File: src/rtl/inst_fetch_if.sv
// Fetch-side bundle: byte-wide program memory port, decoder handshake and redirect.
// master = fetch unit, slave = the memory/decoder side driving it.
interface inst_fetch_if #(
    parameter int ADDR_W = 8
);
    logic              mem_req;
    logic [ADDR_W-1:0] mem_addr;
    logic              mem_ack;
    logic [7:0]        mem_data;
    logic [15:0]       inst;
    logic              inst_valid;
    logic              inst_ready;
    logic              jump_en;
    logic [ADDR_W-1:0] jump_addr;
    logic [ADDR_W-1:0] pc;

    modport master (
        output mem_req, mem_addr, inst, inst_valid, pc,
        input  mem_ack, mem_data, inst_ready, jump_en, jump_addr
    );

    modport slave (
        input  mem_req, mem_addr, inst, inst_valid, pc,
        output mem_ack, mem_data, inst_ready, jump_en, jump_addr
    );
endinterface

File: src/rtl/inst_fetch.sv
// Instruction fetch: assembles big-endian 16-bit instructions from a byte-wide memory
// and hands them to the decoder. Define PREFETCH_EN to add a one-entry prefetch buffer.
module inst_fetch #(
    parameter int ADDR_W = 8
) (
    input  logic         clk,
    input  logic         rst,
    inst_fetch_if.master bus
);

    typedef enum logic [1:0] {IDLE, FETCH_HI, FETCH_LO, HOLD} state_t;

    state_t            state_q, state_d;
    logic [ADDR_W-1:0] fp_q, fp_d;
    logic [ADDR_W-1:0] pc_q, pc_d;
    logic [7:0]        hi_q, hi_d;
    logic [15:0]       inst_q, inst_d;
    logic              inst_valid_q, inst_valid_d;
`ifdef PREFETCH_EN
    logic [15:0]       buf_q, buf_d;
    logic [ADDR_W-1:0] buf_pc_q, buf_pc_d;
    logic              buf_valid_q, buf_valid_d;
`endif

    logic        consume;
    logic        new_word;
    logic [15:0] word;

    assign consume  = inst_valid_q && bus.inst_ready;
    assign new_word = (state_q == FETCH_LO) && bus.mem_ack;
    assign word     = {hi_q, bus.mem_data};

    always_comb begin
        state_d      = state_q;
        fp_d         = fp_q;
        pc_d         = pc_q;
        hi_d         = hi_q;
        inst_d       = inst_q;
        inst_valid_d = inst_valid_q;
`ifdef PREFETCH_EN
        buf_d        = buf_q;
        buf_pc_d     = buf_pc_q;
        buf_valid_d  = buf_valid_q;
`endif
        if (bus.jump_en) begin
            // Redirect wins over ack and ready; any partial hi byte is simply overwritten later.
            state_d      = FETCH_HI;
            fp_d         = bus.jump_addr & ~ADDR_W'(1);
            inst_valid_d = 1'b0;
`ifdef PREFETCH_EN
            buf_valid_d  = 1'b0;
`endif
        end else begin
`ifdef PREFETCH_EN
            if (consume) begin
                if (buf_valid_q) begin
                    inst_d      = buf_q;
                    pc_d        = buf_pc_q;
                    buf_valid_d = 1'b0;
                end else begin
                    inst_valid_d = 1'b0;
                end
            end
            // A completed word fills inst if it is free after this edge, otherwise the buffer.
            if (new_word) begin
                if (!inst_valid_d) begin
                    inst_d       = word;
                    pc_d         = fp_q;
                    inst_valid_d = 1'b1;
                end else begin
                    buf_d        = word;
                    buf_pc_d     = fp_q;
                    buf_valid_d  = 1'b1;
                end
            end
`else
            if (consume) begin
                inst_valid_d = 1'b0;
            end
            if (new_word) begin
                inst_d       = word;
                pc_d         = fp_q;
                inst_valid_d = 1'b1;
            end
`endif
            case (state_q)
                IDLE: state_d = FETCH_HI;
                FETCH_HI: begin
                    if (bus.mem_ack) begin
                        hi_d    = bus.mem_data;
                        state_d = FETCH_LO;
                    end
                end
                FETCH_LO: begin
                    if (bus.mem_ack) begin
                        fp_d = fp_q + ADDR_W'(2);
`ifdef PREFETCH_EN
                        state_d = (inst_valid_d && buf_valid_d) ? HOLD : FETCH_HI;
`else
                        state_d = HOLD;
`endif
                    end
                end
                HOLD: begin
                    if (consume) begin
                        state_d = FETCH_HI;
                    end
                end
                default: state_d = IDLE;
            endcase
        end
    end

    always_ff @(posedge clk or posedge rst) begin
        if (rst) begin
            state_q      <= IDLE;
            fp_q         <= '0;
            pc_q         <= '0;
            hi_q         <= '0;
            inst_q       <= '0;
            inst_valid_q <= 1'b0;
`ifdef PREFETCH_EN
            buf_q        <= '0;
            buf_pc_q     <= '0;
            buf_valid_q  <= 1'b0;
`endif
        end else begin
            state_q      <= state_d;
            fp_q         <= fp_d;
            pc_q         <= pc_d;
            hi_q         <= hi_d;
            inst_q       <= inst_d;
            inst_valid_q <= inst_valid_d;
`ifdef PREFETCH_EN
            buf_q        <= buf_d;
            buf_pc_q     <= buf_pc_d;
            buf_valid_q  <= buf_valid_d;
`endif
        end
    end

    assign bus.mem_req    = (state_q == FETCH_HI) || (state_q == FETCH_LO);
    assign bus.mem_addr   = (state_q == FETCH_LO) ? fp_q + ADDR_W'(1) : fp_q;
    assign bus.inst       = inst_q;
    assign bus.inst_valid = inst_valid_q;
    assign bus.pc         = pc_q;

endmodule

File: src/flat_wrapper.sv
// flat-port wrapper written by rule: the top's interface ports become plain ports
module inst_fetch_flat 
#(
    parameter int ADDR_W = 8
)
  (clk, rst, bus_mem_req, bus_mem_addr, bus_inst, bus_inst_valid, bus_pc, bus_mem_ack, bus_mem_data, bus_inst_ready, bus_jump_en, bus_jump_addr);
  inst_fetch_if #(.ADDR_W(ADDR_W)) bus_i ();
  input  logic clk;
  input  logic rst;
  output wire logic [$bits(bus_i.mem_req)-1:0] bus_mem_req;
  output wire logic [$bits(bus_i.mem_addr)-1:0] bus_mem_addr;
  output wire logic [$bits(bus_i.inst)-1:0] bus_inst;
  output wire logic [$bits(bus_i.inst_valid)-1:0] bus_inst_valid;
  output wire logic [$bits(bus_i.pc)-1:0] bus_pc;
  input wire logic [$bits(bus_i.mem_ack)-1:0] bus_mem_ack;
  input wire logic [$bits(bus_i.mem_data)-1:0] bus_mem_data;
  input wire logic [$bits(bus_i.inst_ready)-1:0] bus_inst_ready;
  input wire logic [$bits(bus_i.jump_en)-1:0] bus_jump_en;
  input wire logic [$bits(bus_i.jump_addr)-1:0] bus_jump_addr;
  assign bus_mem_req = bus_i.mem_req;
  assign bus_mem_addr = bus_i.mem_addr;
  assign bus_inst = bus_i.inst;
  assign bus_inst_valid = bus_i.inst_valid;
  assign bus_pc = bus_i.pc;
  assign bus_i.mem_ack = bus_mem_ack;
  assign bus_i.mem_data = bus_mem_data;
  assign bus_i.inst_ready = bus_inst_ready;
  assign bus_i.jump_en = bus_jump_en;
  assign bus_i.jump_addr = bus_jump_addr;
  inst_fetch #(.ADDR_W(ADDR_W)) u_core (.clk(clk), .rst(rst), .bus(bus_i));
endmodule
File: config.mk
export PLATFORM = sky130hd
export DESIGN_NAME = inst_fetch_flat
export DESIGN_NICKNAME = d
export VERILOG_FILES = /design/src/rtl/inst_fetch_if.sv /design/src/rtl/inst_fetch.sv /design/src/flat_wrapper.sv
export SDC_FILE = /design/constraint.sdc
export NUM_CORES = 1
export LEC_CHECK = 0
export ABC_CLOCK_PERIOD_IN_PS = 2400
export BUFFER_PORTS_ARGS = -buffer_cell sky130_fd_sc_hd__buf_4
export CAP_MARGIN = 20
export CELL_PAD_IN_SITES_DETAIL_PLACEMENT = 0
export CELL_PAD_IN_SITES_GLOBAL_PLACEMENT = 1
export CORE_MARGIN = 4
export CORE_UTILIZATION = 35
export CTS_CLUSTER_DIAMETER = 60
export CTS_CLUSTER_SIZE = 40
export DETAILED_ROUTE_END_ITERATION = 7
export PLACE_DENSITY = 0.71
export SYNTH_ARGS = -nofsm -noshare
export SYNTH_HDL_FRONTEND = slang
export SYNTH_SLANG_ARGS = --single-unit
File: constraint.sdc
create_clock -name clk -period 2.4 [get_ports clk]
set_input_delay 0.12 -clock clk [delete_from_list [all_inputs] [get_ports clk]]
set_output_delay 0.12 -clock clk [all_outputs]
set_load 0.02 [all_outputs]
Word level (Yosys, flattened, before mapping):

Cells that the tools add are included.

* bits in registers: 43
* input bits: 21

* add/sub/neg operators: 2
* equality and inequality tests: 6
* mux-type cells: 12
* bitwise logic cells: 1
* reductions and logical operators: 11

Operators with widths (number)
* 8-bit 2-to-1 mux: 4
* 8-bit by 1-bit adder with 8-bit output, second input constant: 1
* 8-bit by 2-bit adder with 8-bit output, second input constant: 1
* 2-bit 2-to-1 mux: 4
* 2-bit case mux with 4 select lines: 1
* 3-bit inequality test, second input constant: 2
* 3-bit AND reduction: 2
* 2-bit equality test, second input constant: 2
* 2-bit AND reduction: 2
* 2-bit nonzero test: 2
* 1-bit 2-to-1 mux: 3
* 3-bit by 2-bit inequality test with 1-bit output, second input constant: 1
* 3-bit nonzero test: 1
* 2-bit by 1-bit equality test with 1-bit output, second input constant: 1
* 1-bit logical AND: 2
* 2-bit zero test: 1
* 1-bit logical OR: 1
* 1-bit NOT: 1

Depth between registers and ports, before layout:

* depth in word-level cells: 4
* gate-level depth with buffers: 5
* depth with buffers taken out: 5

Worst setup path before layout:

No wires, ideal clock.

* path kind: reg2reg
* start point: register u_core.state_q[0]
* end point: register u_core.fp_q[5]
* library setup time: 69 ps
* arrival: 1563 ps
* setup slack: 768 ps
* stages on the path, launching flop included: 6
* buffers on the path: 0
* clock period less this slack: 1632 ps
* cell sequence: dfrtp_1 inv_1 ha_1 nand3_2 or4_1 nand3_1

* word-level cells in the longest chain between the ends: 3

Ends and longest elaborated chain
* from (decl): RTL line inst_fetch.sv:13 `state_t state_q, state_d;`
* from (signal assigned): RTL line inst_fetch.sv:128 `state_q <= state_d;`
* 2-bit equality test: RTL line inst_fetch.sv:86 `case (state_q)`
* 2-bit nonzero test (no source line)
* 2-bit AND reduction (no source line)
* to (signal assigned): RTL line inst_fetch.sv:129 `fp_q <= fp_d;`
* to (decl): RTL line inst_fetch.sv:14 `logic [ADDR_W-1:0] fp_q, fp_d;`

Every way passes these cells.
A chain may end at the register's enable or synchronous reset.

Worst setup path in the final report:

* start point: register u_core.state_q[0]
* end point: register u_core.inst_q[3] (netlist: u_core.bus.inst[3])

* word-level cells in the longest chain between the ends: 3

Ends and longest elaborated chain
* 2-bit equality test: RTL line inst_fetch.sv:30 `assign new_word = (state_q == FETCH_LO) && bus.mem_ack;`
* 1-bit logical AND: RTL line inst_fetch.sv:30
* 2-bit AND reduction (no source line)
* to (signal assigned): RTL line inst_fetch.sv:132 `inst_q <= inst_d;`
* to (decl): RTL line inst_fetch.sv:17 `logic [15:0] inst_q, inst_d;`

Every way passes these cells.

==> flow_summary.toml <==
[run_status]
status = "complete, no violations"

[global_routing]
grt_pass1_vias = 1315
grt_max_degree = 42
antenna_found_initial = 0
grt_overflow = 0
grt_pass1_wl_mm = 6.20
grt_usage = 0.128

[place]
place.gp.congestion = 0.774
portBuffers = 52
dp_hpwl_mm = 2.78

[cells_and_area]
final_core_utilization = 0.483
layout.nets = 215
area_growth_syn_to_layout_pct = 29.8
multiInputGateArea_um2 = 681
nFillCells = 454
seq_area_um2 = 1030
diodes = 0
post_route_cells_drive_above_1_share = 0.516

[drt]
vias = 1235
wl_met2_mm = 1.78
first_iter_violations = 39
drtPass1Iterations = 4
wl_mm = 3.80
drt-met1-wl_mm = 1.62
drcViolationCount = 0
routed_via_density = 4.81
top_layer = "met4"
dr_wl_met3_um = 337
wl_per_cell_um = 14.8
postRouteAntennaNets = 0

[synthesis]
yosysSeqAreaShare = 0.568
synth-warning-count = 0
synthTopCellsByCount = "dfrtp_1 (41), mux2_2 (30), nand2_1 (10), o21ai_0 (8)"
async_flop_share = 1.00
yosysMostFrequentCell = "dfrtp_1"
synth_top_area_frac = 0.568
synth_edf_count = 0
synthesis.area_um2 = 1810
synth.distinct_cells = 26
syn_avg_cell_area_um2 = 13.1
synthFlopType = "dfrtp_1"
ys_ff_latch = 41
post_synth_inst_count = 138
synth.area.top_cells = "dfrtp_1 (57%), mux2_2 (19%), ha_1 (3.5%), o21ai_0 (2.2%), buf_4 (2.1%)"
syn_nets = 164
yosys.area.top_type = "dfrtp_1"

[floorplanning]
start_util = 0.372
die-area_um2 = 6370
die_x_um = 79.8
die_y_um = 79.8
core_area_um2 = 4850
ios = 55
fp-row-count = 25

[timing]
rsz0062_at_grt = "no"
final_hold_viol_count = 0
finalCriticalPeriod_ns = 1.80
holdWs_ns = 0.0224
finalClockSkew_ns = 0.00769
drv_slew = 0
setup-violations-final = 0
fin_setup_tns_ns = 0
tightest_slew_ns = 0.516
min_period_over_period = 0.750
worst_slew_margin_rel = 0.656
clock.fmax_ghz = 0.556

[critical_path]
slowest_delay_ns = 0.43
timing.rr.end = "u_core.bus.inst[3]"
cp.required_ns = 2.58
rr_startpoint = "u_core.state_q[0]"
crit_path_start_kind = "flip-flop"
crit_slowest_cell = "dfrtp_1"
crit_fanout = 17
setup.worst_path.start = "u_core.state_q[0]"
worstRegToRegCells = 5
path_class = "flip-flop to flip-flop"
crit_chain = "inv_1, ha_1, nand3_2, buf_4, mux2_2"
r2r_setup_slack_ns = 0.60
cp_data_arrival_time_ns = 1.98
cp-end-kind = "flip-flop"

[cts]
tritoncts = "yes"
clk-insertion-delay-late_ns = 0.29
clock-sinks = 41
clk_path_buf_depth = 2
numCtsBuffers = 5
root_buffer = "clkbuf_8"
cts-resized-gates = 0
cts_htree_levels = 2
cts_hold_buf = 1
post_cts_buffers = 0
clk_pin_slew_ns = 0.08

[power]
cellPowerDensity_nw_per_um2 = 1120
p_int_mw = 1.75
power.share.switching = 0.337
peakVddDrop_mv = 0.599
power.leakage_nw = 1.15
pwr-share-clk = 0.213
combinationalPowerShare = 0.372
p_seq_frac = 0.415
power.net_switching_mw = 0.887

[hold_path]
min_path_type = "primary input to flip-flop"
holdPathEnd = "u_core.fp_q[6]"
min_from = "bus_jump_addr[6]"
whs_path_depth = 3

[flow_run]
cap_violations = 0
## placed cells by master (no fill, tap or decap), drive strengths merged
cell         count
mux2            30
o211ai           4
dfrtp           41
ha               5
o21ba            1
o311ai           1
xnor2            1
conb             1
a21boi           1
a21oi            1
inv              6
o21ai            8
buf             54
dlygate4sd3      1
nand2           10
nand4            2
or4              4
or3              1
bufinv           1
clkinvlp         1
clkinv           1
mux2i            1
clkbuf           5
xor2             1
nand3            8
## how the worst max path moves through the flow
stage          depth (start not counted)                   to
6_report                               5   u_core.bus.inst[3]
5_1_grt                                5   u_core.bus.inst[3]
4_1_cts                                5  u_core.bus.inst[10]
3_5_place_dp                           5   u_core.bus.inst[0]
3_3_place_gp                           5  u_core.bus.inst[12]
2_1_floorplan                          5       u_core.fp_q[5]
## power groups by stage
stage          Clock [mW]  Combinational [mW]  Sequential [mW]
3_5_place_dp            0               0.999             1.11
5_1_grt             0.612                1.06             1.13
2_1_floorplan           0               0.411             1.28
3_3_place_gp            0               0.975             1.09
6_report            0.560               0.981             1.09
4_1_cts             0.582                1.00             1.10
## critical path, delay by kind of cell, from the launching register on
| kind | cells | cell delay, ns |
|---|---|---|
| flops | 1 | 0.43 |
| mux | 1 | 0.37 |
| buf+inv | 2 | 0.36 |
| fa+ha+maj | 1 | 0.29 |
| simple gates | 1 | 0.23 |
## cell type report
type                       count  area share
tap                           67      0.0358
clock inverter                 3      0.0198
sequential                    41       0.438
timing repair buffer          55       0.177
multi-input combinational     80       0.290
clock buffer                   5      0.0294
inverter                       6     0.00961
## layer usage
layer,vias to the layer above,GRT usage
met5,-,0
met4,0,0.0557
met3,7,0.0497
met2,41,0.205
met1,610,0.152
li1,577,-
## registers in the layout, indices dropped and copies added (netlist names)
| name | cells |
|---|---|
| u_core.hi_q | 8 |
| u_core.bus.pc | 7 |
| u_core.fp_q | 7 |
| u_core.bus.inst_valid | 1 |
| u_core.bus.inst | 16 |
| u_core.state_q | 2 |
## cell families (layout without fill, tap and decap cells)
| group | after synthesis | in the layout | share of synthesized area |
|---|---|---|---|
| flops | 41 | 41 | 0.568 |
| other cells | 1 | 1 | 0.00208 |
| compound gates | 16 | 16 | 0.0561 |
| mux | 31 | 31 | 0.193 |
| xor+xnor | 2 | 2 | 0.00970 |
| fa+ha+maj | 5 | 5 | 0.0347 |
| buf+inv | 17 | 69 | 0.0547 |
| simple gates | 25 | 25 | 0.0818 |
## metrics by stage
stage               area [µm²]  total power [mW]  std cells  setup WS [ns]
detailed placement        2220              2.11        248          0.601
floorplan                 1810              1.69        138          0.768
CTS                       2340              2.68        257          0.578
global route              2340              2.81        257          0.499
global placement          2220              2.07        248          0.657
finish                    2340              2.64        257          0.600
Note: power is estimated with default switching activity, not from simulation.
